File: config.mk
export PLATFORM = sky130hd
export DESIGN_NAME = tblink_rpc_pktbuf
export DESIGN_NICKNAME = d
export VERILOG_FILES = /design/src/rtl/tblink_rpc_pktbuf_pkg.sv /design/src/rtl/tblink_rpc_pkt_parser.sv /design/src/rtl/tblink_rpc_pktbuf.sv
export SDC_FILE = /design/constraint.sdc
export NUM_CORES = 1
export LEC_CHECK = 0
export BUFFER_PORTS_ARGS = -buffer_cell sky130_fd_sc_hd__buf_2
export CAP_MARGIN = 20
export CORE_AREA = 2 2 198 200
export CTS_CLUSTER_DIAMETER = 120
export DETAILED_ROUTE_END_ITERATION = 7
export DIE_AREA = 0 0 200 202
export PLACE_DENSITY = 0.79
export SLEW_MARGIN = 20
export SYNTH_ARGS = -nofsm -noshare
export SYNTH_HDL_FRONTEND = slang
export SYNTH_SLANG_ARGS = --single-unit
File: constraint.sdc
create_clock -name uclock -period 6 [get_ports uclock]
set_input_delay 1.5 -clock uclock [delete_from_list [all_inputs] [get_ports uclock]]
set_output_delay 1.5 -clock uclock [all_outputs]
set_load 0.05 [all_outputs]
File: src/rtl/tblink_rpc_pktbuf_pkg.sv
// Packet-format definitions shared by the tblink_rpc store-and-forward buffer
// and its packet parsers.
package tblink_rpc_pktbuf_pkg;

  localparam int PKT_HDR_BYTES = 2;

  typedef enum logic [1:0] {
    PS_ADDR    = 2'd0,
    PS_SIZE    = 2'd1,
    PS_PAYLOAD = 2'd2,
    PS_DISCARD = 2'd3
  } pkt_state_e;

  // A packet whose header plus payload cannot fit in the buffer can never be committed.
  function automatic logic pkt_oversize(input logic [7:0] size, input int depth);
    return (int'(size) + PKT_HDR_BYTES) > depth;
  endfunction

endpackage

File: src/rtl/tblink_rpc_pkt_parser.sv
// Tracks packet boundaries on a byte stream: addr byte, size byte, then size payload bytes.
// Flags the last byte of each packet and, when allowed, oversize packets to be discarded.
module tblink_rpc_pkt_parser
  import tblink_rpc_pktbuf_pkg::*;
#(
  parameter int DEPTH      = 64,
  parameter bit ALLOW_DROP = 1'b0
) (
  input  logic       clk_i,
  input  logic       rst_ni,
  input  logic       strobe_i,
  input  logic [7:0] dat_i,
  output logic [1:0] state_o,
  output logic [7:0] size_o,
  output logic       last_o,
  output logic       drop_o
);

  pkt_state_e state_q, state_d;
  logic [7:0] cnt_q, cnt_d;
  logic [7:0] size_q, size_d;

  always_ff @(posedge clk_i or negedge rst_ni) begin
    if (!rst_ni) begin
      state_q <= PS_ADDR;
      cnt_q   <= 8'd0;
      size_q  <= 8'd0;
    end else begin
      state_q <= state_d;
      cnt_q   <= cnt_d;
      size_q  <= size_d;
    end
  end

  always_comb begin
    state_d = state_q;
    cnt_d   = cnt_q;
    size_d  = size_q;
    last_o  = 1'b0;
    drop_o  = 1'b0;
    if (strobe_i) begin
      case (state_q)
        PS_ADDR: state_d = PS_SIZE;
        PS_SIZE: begin
          size_d = dat_i;
          cnt_d  = dat_i;
          if (ALLOW_DROP && pkt_oversize(dat_i, DEPTH)) begin
            drop_o  = 1'b1;
            state_d = PS_DISCARD;
          end else if (dat_i == 8'd0) begin
            last_o  = 1'b1;
            state_d = PS_ADDR;
          end else begin
            state_d = PS_PAYLOAD;
          end
        end
        PS_PAYLOAD: begin
          cnt_d = cnt_q - 8'd1;
          if (cnt_q == 8'd1) begin
            last_o  = 1'b1;
            state_d = PS_ADDR;
          end
        end
        PS_DISCARD: begin
          cnt_d = cnt_q - 8'd1;
          if (cnt_q == 8'd1) state_d = PS_ADDR;
        end
        default: state_d = PS_ADDR;
      endcase
    end
  end

  assign state_o = state_q;
  assign size_o  = size_q;

endmodule

File: src/rtl/tblink_rpc_pktbuf.sv
// Store-and-forward packet buffer in front of the tblink_rpc_ctrl target port:
// bytes are released downstream only after their whole packet has been received.
module tblink_rpc_pktbuf
  import tblink_rpc_pktbuf_pkg::*;
#(
  parameter int DEPTH = 64,
  parameter int AW    = $clog2(DEPTH)
) (
  input  logic        uclock,
  input  logic        reset_n,
  input  logic [7:0]  t_dat,
  input  logic        t_valid,
  output logic        t_ready,
  output logic [7:0]  i_dat,
  output logic        i_valid,
  input  logic        i_ready,
  output logic [AW:0] pkt_cnt,
  output logic [7:0]  drop_cnt,
  output logic        err_ovf,
  input  logic        err_clr
);

  localparam logic [AW:0] PTR_ONE   = {{AW{1'b0}}, 1'b1};
  localparam logic [AW:0] PTR_DEPTH = {1'b1, {AW{1'b0}}};

  logic [7:0]  mem_q [DEPTH];
  logic [AW:0] wr_ptr_q, wr_ptr_d;
  logic [AW:0] cm_ptr_q, cm_ptr_d;
  logic [AW:0] rd_ptr_q, rd_ptr_d;
  logic [AW:0] pkt_cnt_q, pkt_cnt_d;
  logic [7:0]  drop_cnt_q, drop_cnt_d;
  logic        err_ovf_q, err_ovf_d;

  logic        full, wr_acc, wr_store, rd_acc;
  logic [1:0]  wr_state, rd_state;
  logic [7:0]  wr_size, rd_size;
  logic        wr_last, wr_drop, rd_last, rd_drop;
  logic        parser_unused;

  // Occupancy counts the uncommitted tail too, so a partial packet holds its space.
  assign full     = (wr_ptr_q - rd_ptr_q) == PTR_DEPTH;
  assign t_ready  = reset_n && (!full || (wr_state == PS_DISCARD));
  assign wr_acc   = t_valid && t_ready;
  assign wr_store = wr_acc && (wr_state != PS_DISCARD);

  assign i_valid  = rd_ptr_q != cm_ptr_q;
  assign i_dat    = i_valid ? mem_q[rd_ptr_q[AW-1:0]] : 8'h00;
  assign rd_acc   = i_valid && i_ready;

  tblink_rpc_pkt_parser #(
    .DEPTH      (DEPTH),
    .ALLOW_DROP (1'b1)
  ) u_wr_parser (
    .clk_i    (uclock),
    .rst_ni   (reset_n),
    .strobe_i (wr_acc),
    .dat_i    (t_dat),
    .state_o  (wr_state),
    .size_o   (wr_size),
    .last_o   (wr_last),
    .drop_o   (wr_drop)
  );

  tblink_rpc_pkt_parser #(
    .DEPTH      (DEPTH),
    .ALLOW_DROP (1'b0)
  ) u_rd_parser (
    .clk_i    (uclock),
    .rst_ni   (reset_n),
    .strobe_i (rd_acc),
    .dat_i    (i_dat),
    .state_o  (rd_state),
    .size_o   (rd_size),
    .last_o   (rd_last),
    .drop_o   (rd_drop)
  );

  assign parser_unused = ^{wr_size, rd_state, rd_size, rd_drop};

  always_comb begin
    wr_ptr_d   = wr_ptr_q;
    cm_ptr_d   = cm_ptr_q;
    rd_ptr_d   = rd_ptr_q;
    pkt_cnt_d  = pkt_cnt_q;
    drop_cnt_d = drop_cnt_q;
    err_ovf_d  = err_ovf_q;

    // An oversize size byte rolls back over its already-stored addr byte.
    if (wr_drop) begin
      wr_ptr_d = cm_ptr_q;
    end else if (wr_store) begin
      wr_ptr_d = wr_ptr_q + PTR_ONE;
    end
    if (wr_last) cm_ptr_d = wr_ptr_q + PTR_ONE;
    if (rd_acc)  rd_ptr_d = rd_ptr_q + PTR_ONE;

    case ({wr_last, rd_last})
      2'b10:   pkt_cnt_d = pkt_cnt_q + PTR_ONE;
      2'b01:   pkt_cnt_d = pkt_cnt_q - PTR_ONE;
      default: pkt_cnt_d = pkt_cnt_q;
    endcase

    if (wr_drop) begin
      err_ovf_d = 1'b1;
      if (err_clr) begin
        drop_cnt_d = 8'd1;
      end else if (drop_cnt_q != 8'hFF) begin
        drop_cnt_d = drop_cnt_q + 8'd1;
      end
    end else if (err_clr) begin
      err_ovf_d  = 1'b0;
      drop_cnt_d = 8'd0;
    end
  end

  always_ff @(posedge uclock or negedge reset_n) begin
    if (!reset_n) begin
      wr_ptr_q   <= '0;
      cm_ptr_q   <= '0;
      rd_ptr_q   <= '0;
      pkt_cnt_q  <= '0;
      drop_cnt_q <= 8'd0;
      err_ovf_q  <= 1'b0;
    end else begin
      wr_ptr_q   <= wr_ptr_d;
      cm_ptr_q   <= cm_ptr_d;
      rd_ptr_q   <= rd_ptr_d;
      pkt_cnt_q  <= pkt_cnt_d;
      drop_cnt_q <= drop_cnt_d;
      err_ovf_q  <= err_ovf_d;
    end
  end

  always_ff @(posedge uclock) begin
    if (wr_store) mem_q[wr_ptr_q[AW-1:0]] <= t_dat;
  end

  assign pkt_cnt  = pkt_cnt_q;
  assign drop_cnt = drop_cnt_q;
  assign err_ovf  = err_ovf_q;

endmodule

==> run summary <==
Routability Congestion - 0.8930
GR Overflow Total - 0
Core Area - 38290 sq um
Antenna cell count - 0
# DRC - 0
Hold Buf Count CTS - 0
Post-DP HPWL - 35100 um
Layout fillers - 2318
Critical Path Fanout Max - 36
Final period utilization - 0.9192
Die Height - 202 um
Clk_lat worst skew - 0.62 ns
Fmax - 181.3 MHz
Clock buffer depth - 3
Sw frac - 0.3421
ANT nets after route - 0
Slowest Stage Delay on Critical Path - 0.85 ns
Wl on met1 - 21630 um
Worst vdd ir - 0.3154 mV
CTS root buffer - clkbuf_16
Mapped cell area - 23890 sq um
Routed WL per cell - 28.52 um
Most used flip-flop cell after synthesis - edfxtp_1
Worst path most repeated cell - o21ai_0
DR vias/cell - 6.701
Via count - 13740
Worst Max-Slew Pin Slew - 0.9959 ns
WP data arrival - 6.05 ns
Global-route wire length before repair - 87410 um
Post-Synthesis Cells - 1413
Max Used Layer - met5
Post_cts resized - 0
TNS Setup - 0 ns
CTS tree - built
Commonest non-fill, non-tap cells in the layout - edfxtp_1 (512), nor2_1 (127), mux4_2 (83)
Logic gate share of total power - 0.314
PD cells - 463.4 nW/um^2
Total GRT Usage - 0.2996
Pre-antenna DRT Iters - 5
Starting density of the core - 0.6239
Area growth syn-to-layout - 11.11%
Critical-path cell list - buf_12, mux4_2, a22oi_1, o21ai_0, o21ai_0, o21ai_1, nand4bb_1, nor4_2, o211a_1, ha_1, inv_1, fa_1, nor2b_1, o21ai_0, a21oi_1, o21a_1, nor2_1, xnor2_1, nor2_1, xor2_1
IO buf count - 38
Post-Syn Nets - 1455
Routed wire length - 58490 um
Largest net degree at the start of global routing - 69
Crit path kind - register to register
Commonest non-fill, non-tap cell in the layout - edfxtp_1
Library cells used by synthesis - 72
Int Pwr - 0.008093 W
Seq/Total Area, Yosys - 0.7033
Final Hold Violating Endpoints - 0
Leak - 9.147 nW
Initial antenna violation count - 2
CP Capture Type - register
Post-CTS Setup Repair Bufs - 0
Register bit total from synthesis - 569
RSZ-0062 raised after global routing - no
Finished Layout Cells - 2051
Final Skew - 0.03171 ns
Vias in the first global route - 13710
Sequential share of power - 0.389
CP Data Required Time - 6.54 ns
Floorplan row count - 72
P_sw - 0.004208 W
Hold Path Class - register to register
Die Footprint - 40400 sq um
Die W - 200 um
Clock share of power - 0.297
Minimum clock period - 5.515 ns
Clk slew on worst S/H paths - 0.06 ns
Slew HR - 0.3336
Slowest cell on crit path - dfrtp_4
Met2 routed WL - 26930 um
DR iter-0 viols - 1740
I/O pin count - 39
Status - finished, final reports clean
Share of cells above drive strength 1 - 0.1853
Final #Nets - 1532
H-tree depth - 2
Worst Setup Start Kind - register
Number of max-cap violations - 0
Synth async-reset ratio - 0.1002
Syn Area/Cell - 16.91 sq um
Ys Warns - 0
Met3 WL - 6922 um
CTS Sinks - 569
Post-synth EDFFs - 512
Total CTS buffers - 55
Setup violators final - 0
Footprint of the multi-input gates - 6425 sq um
Slew Limit Fails - 0
Register area - 16810 sq um
Placed Cells - 1950
## Yosys cell counts (10+ instances only)
master / instances / area share
mux4_1: 14 / 0.015
a22oi_1: 17 / 0.0053
o221ai_1: 10 / 0.0037
xnor2_1: 14 / 0.0051
nand2_1: 58 / 0.0091
o22ai_1: 32 / 0.0084
ha_1: 28 / 0.015
mux4_2: 83 / 0.078
clkbuf_1: 25 / 0.0039
mux2i_1: 73 / 0.031
nand3_1: 26 / 0.0054
a21oi_1: 34 / 0.0071
o21ai_0: 58 / 0.012
nor4_1: 10 / 0.0026
dfrtp_1: 57 / 0.060
nor2_1: 127 / 0.020
xor2_1: 16 / 0.0059
edfxtp_1: 512 / 0.64
buf_2: 14 / 0.0029
inv_1: 33 / 0.0052
buf_6: 13 / 0.0061
## registers in the layout (all words and copies together), names as in the netlist
register	count
mem_q	512
u_wr_parser.cnt_q	8
u_rd_parser.cnt_q	8
wr_ptr_q	7
rd_ptr_q	7
drop_cnt	8
pkt_cnt	7
u_rd_parser.state_o	2
u_wr_parser.state_o	2
cm_ptr_q	7
err_ovf	1
## logic make-up (layout without fill, tap and decap cells)
kind of cell             after synthesis  in the layout  share of synthesized area
AO/OA/AOI/OAI                        214            214                    0.05720
XOR/XNOR                              30             30                    0.01100
adder cells (fa/ha/maj)               29             29                    0.01550
buffers and inverters                104            224                    0.02771
flip-flops                           569            569                     0.7033
multiplexers                         179            179                     0.1285
AND/OR/NAND/NOR                      288            288                    0.05678
## area by class of cell
type | count | share of cell area
flip-flops and latches | 569 | 0.6333
clock inverters | 42 | 0.01952
multi-input cells | 740 | 0.2421
repair buffers | 89 | 0.02348
well taps | 518 | 0.02442
inverters | 35 | 0.004950
clock buffers | 58 | 0.05228
## routing by layer
layer / vias up / track usage
met3: 178 / 0.07876
met2: 906 / 0.4478
li1: 5766 / -
met4: 2 / 0.1452
met5: - / 0
met1: 6892 / 0.4150
## power groups by stage
stage	clock [W]	combinational [W]	sequential, W
2_1_floorplan	0	0.00290	0.00467
3_3_place_gp	0	0.00366	0.00485
3_5_place_dp	0	0.00372	0.00486
4_1_cts	0.00368	0.00378	0.00478
5_1_grt	0.00383	0.00405	0.00481
6_report	0.00366	0.00386	0.00479
## worst max-delay path, delay by kind of cell, from the launching register on
| kind | cells | cell delay [ns] |
|---|---|---|
| AO/OA/AOI/OAI | 8 | 1.59 |
| AND/OR/NAND/NOR | 5 | 0.89 |
| flip-flops | 1 | 0.85 |
| adder cells (fa/ha/maj) | 2 | 0.69 |
| multiplexers | 1 | 0.58 |
| buffers and inverters | 2 | 0.47 |
| XOR/XNOR | 2 | 0.28 |
## through the flow
step	cell area, sq um	power [W]	utilization	hold slack, ns	worst slack [ns]
finish	26540	0.01230	0.6933	0.4814	0.4850
detailed placement	24630	0.008579	0.6433	0.4819	0.6556
floorplan	23890	0.007566	-	0.4708	1.367
CTS	26540	0.01224	0.6931	0.4938	0.5896
global placement	24630	0.008504	0.6433	0.4590	0.8013
global route	26540	0.01269	0.6933	0.5081	0.2672
## worst paths after layout
| path | start | endpoint | slack (ns) | cells after the start |
|---|---|---|---|---|
| max reg2reg | rd_ptr_q[0] | pkt_cnt[6] | 0.48 | 20 |
| min reg2reg | pkt_cnt[6] | pkt_cnt[6] | 0.48 | 1 |
| max | rd_ptr_q[0] | pkt_cnt[6] | 0.48 | 20 |
| min | pkt_cnt[6] | pkt_cnt[6] | 0.48 | 1 |
| max in group asynchronous | reset_n | rd_ptr_q[0] | 4.31 | 2 |
| min in group asynchronous | reset_n | cm_ptr_q[6] | 0.70 | 1 |
Power figures use the tool's default switching activity.
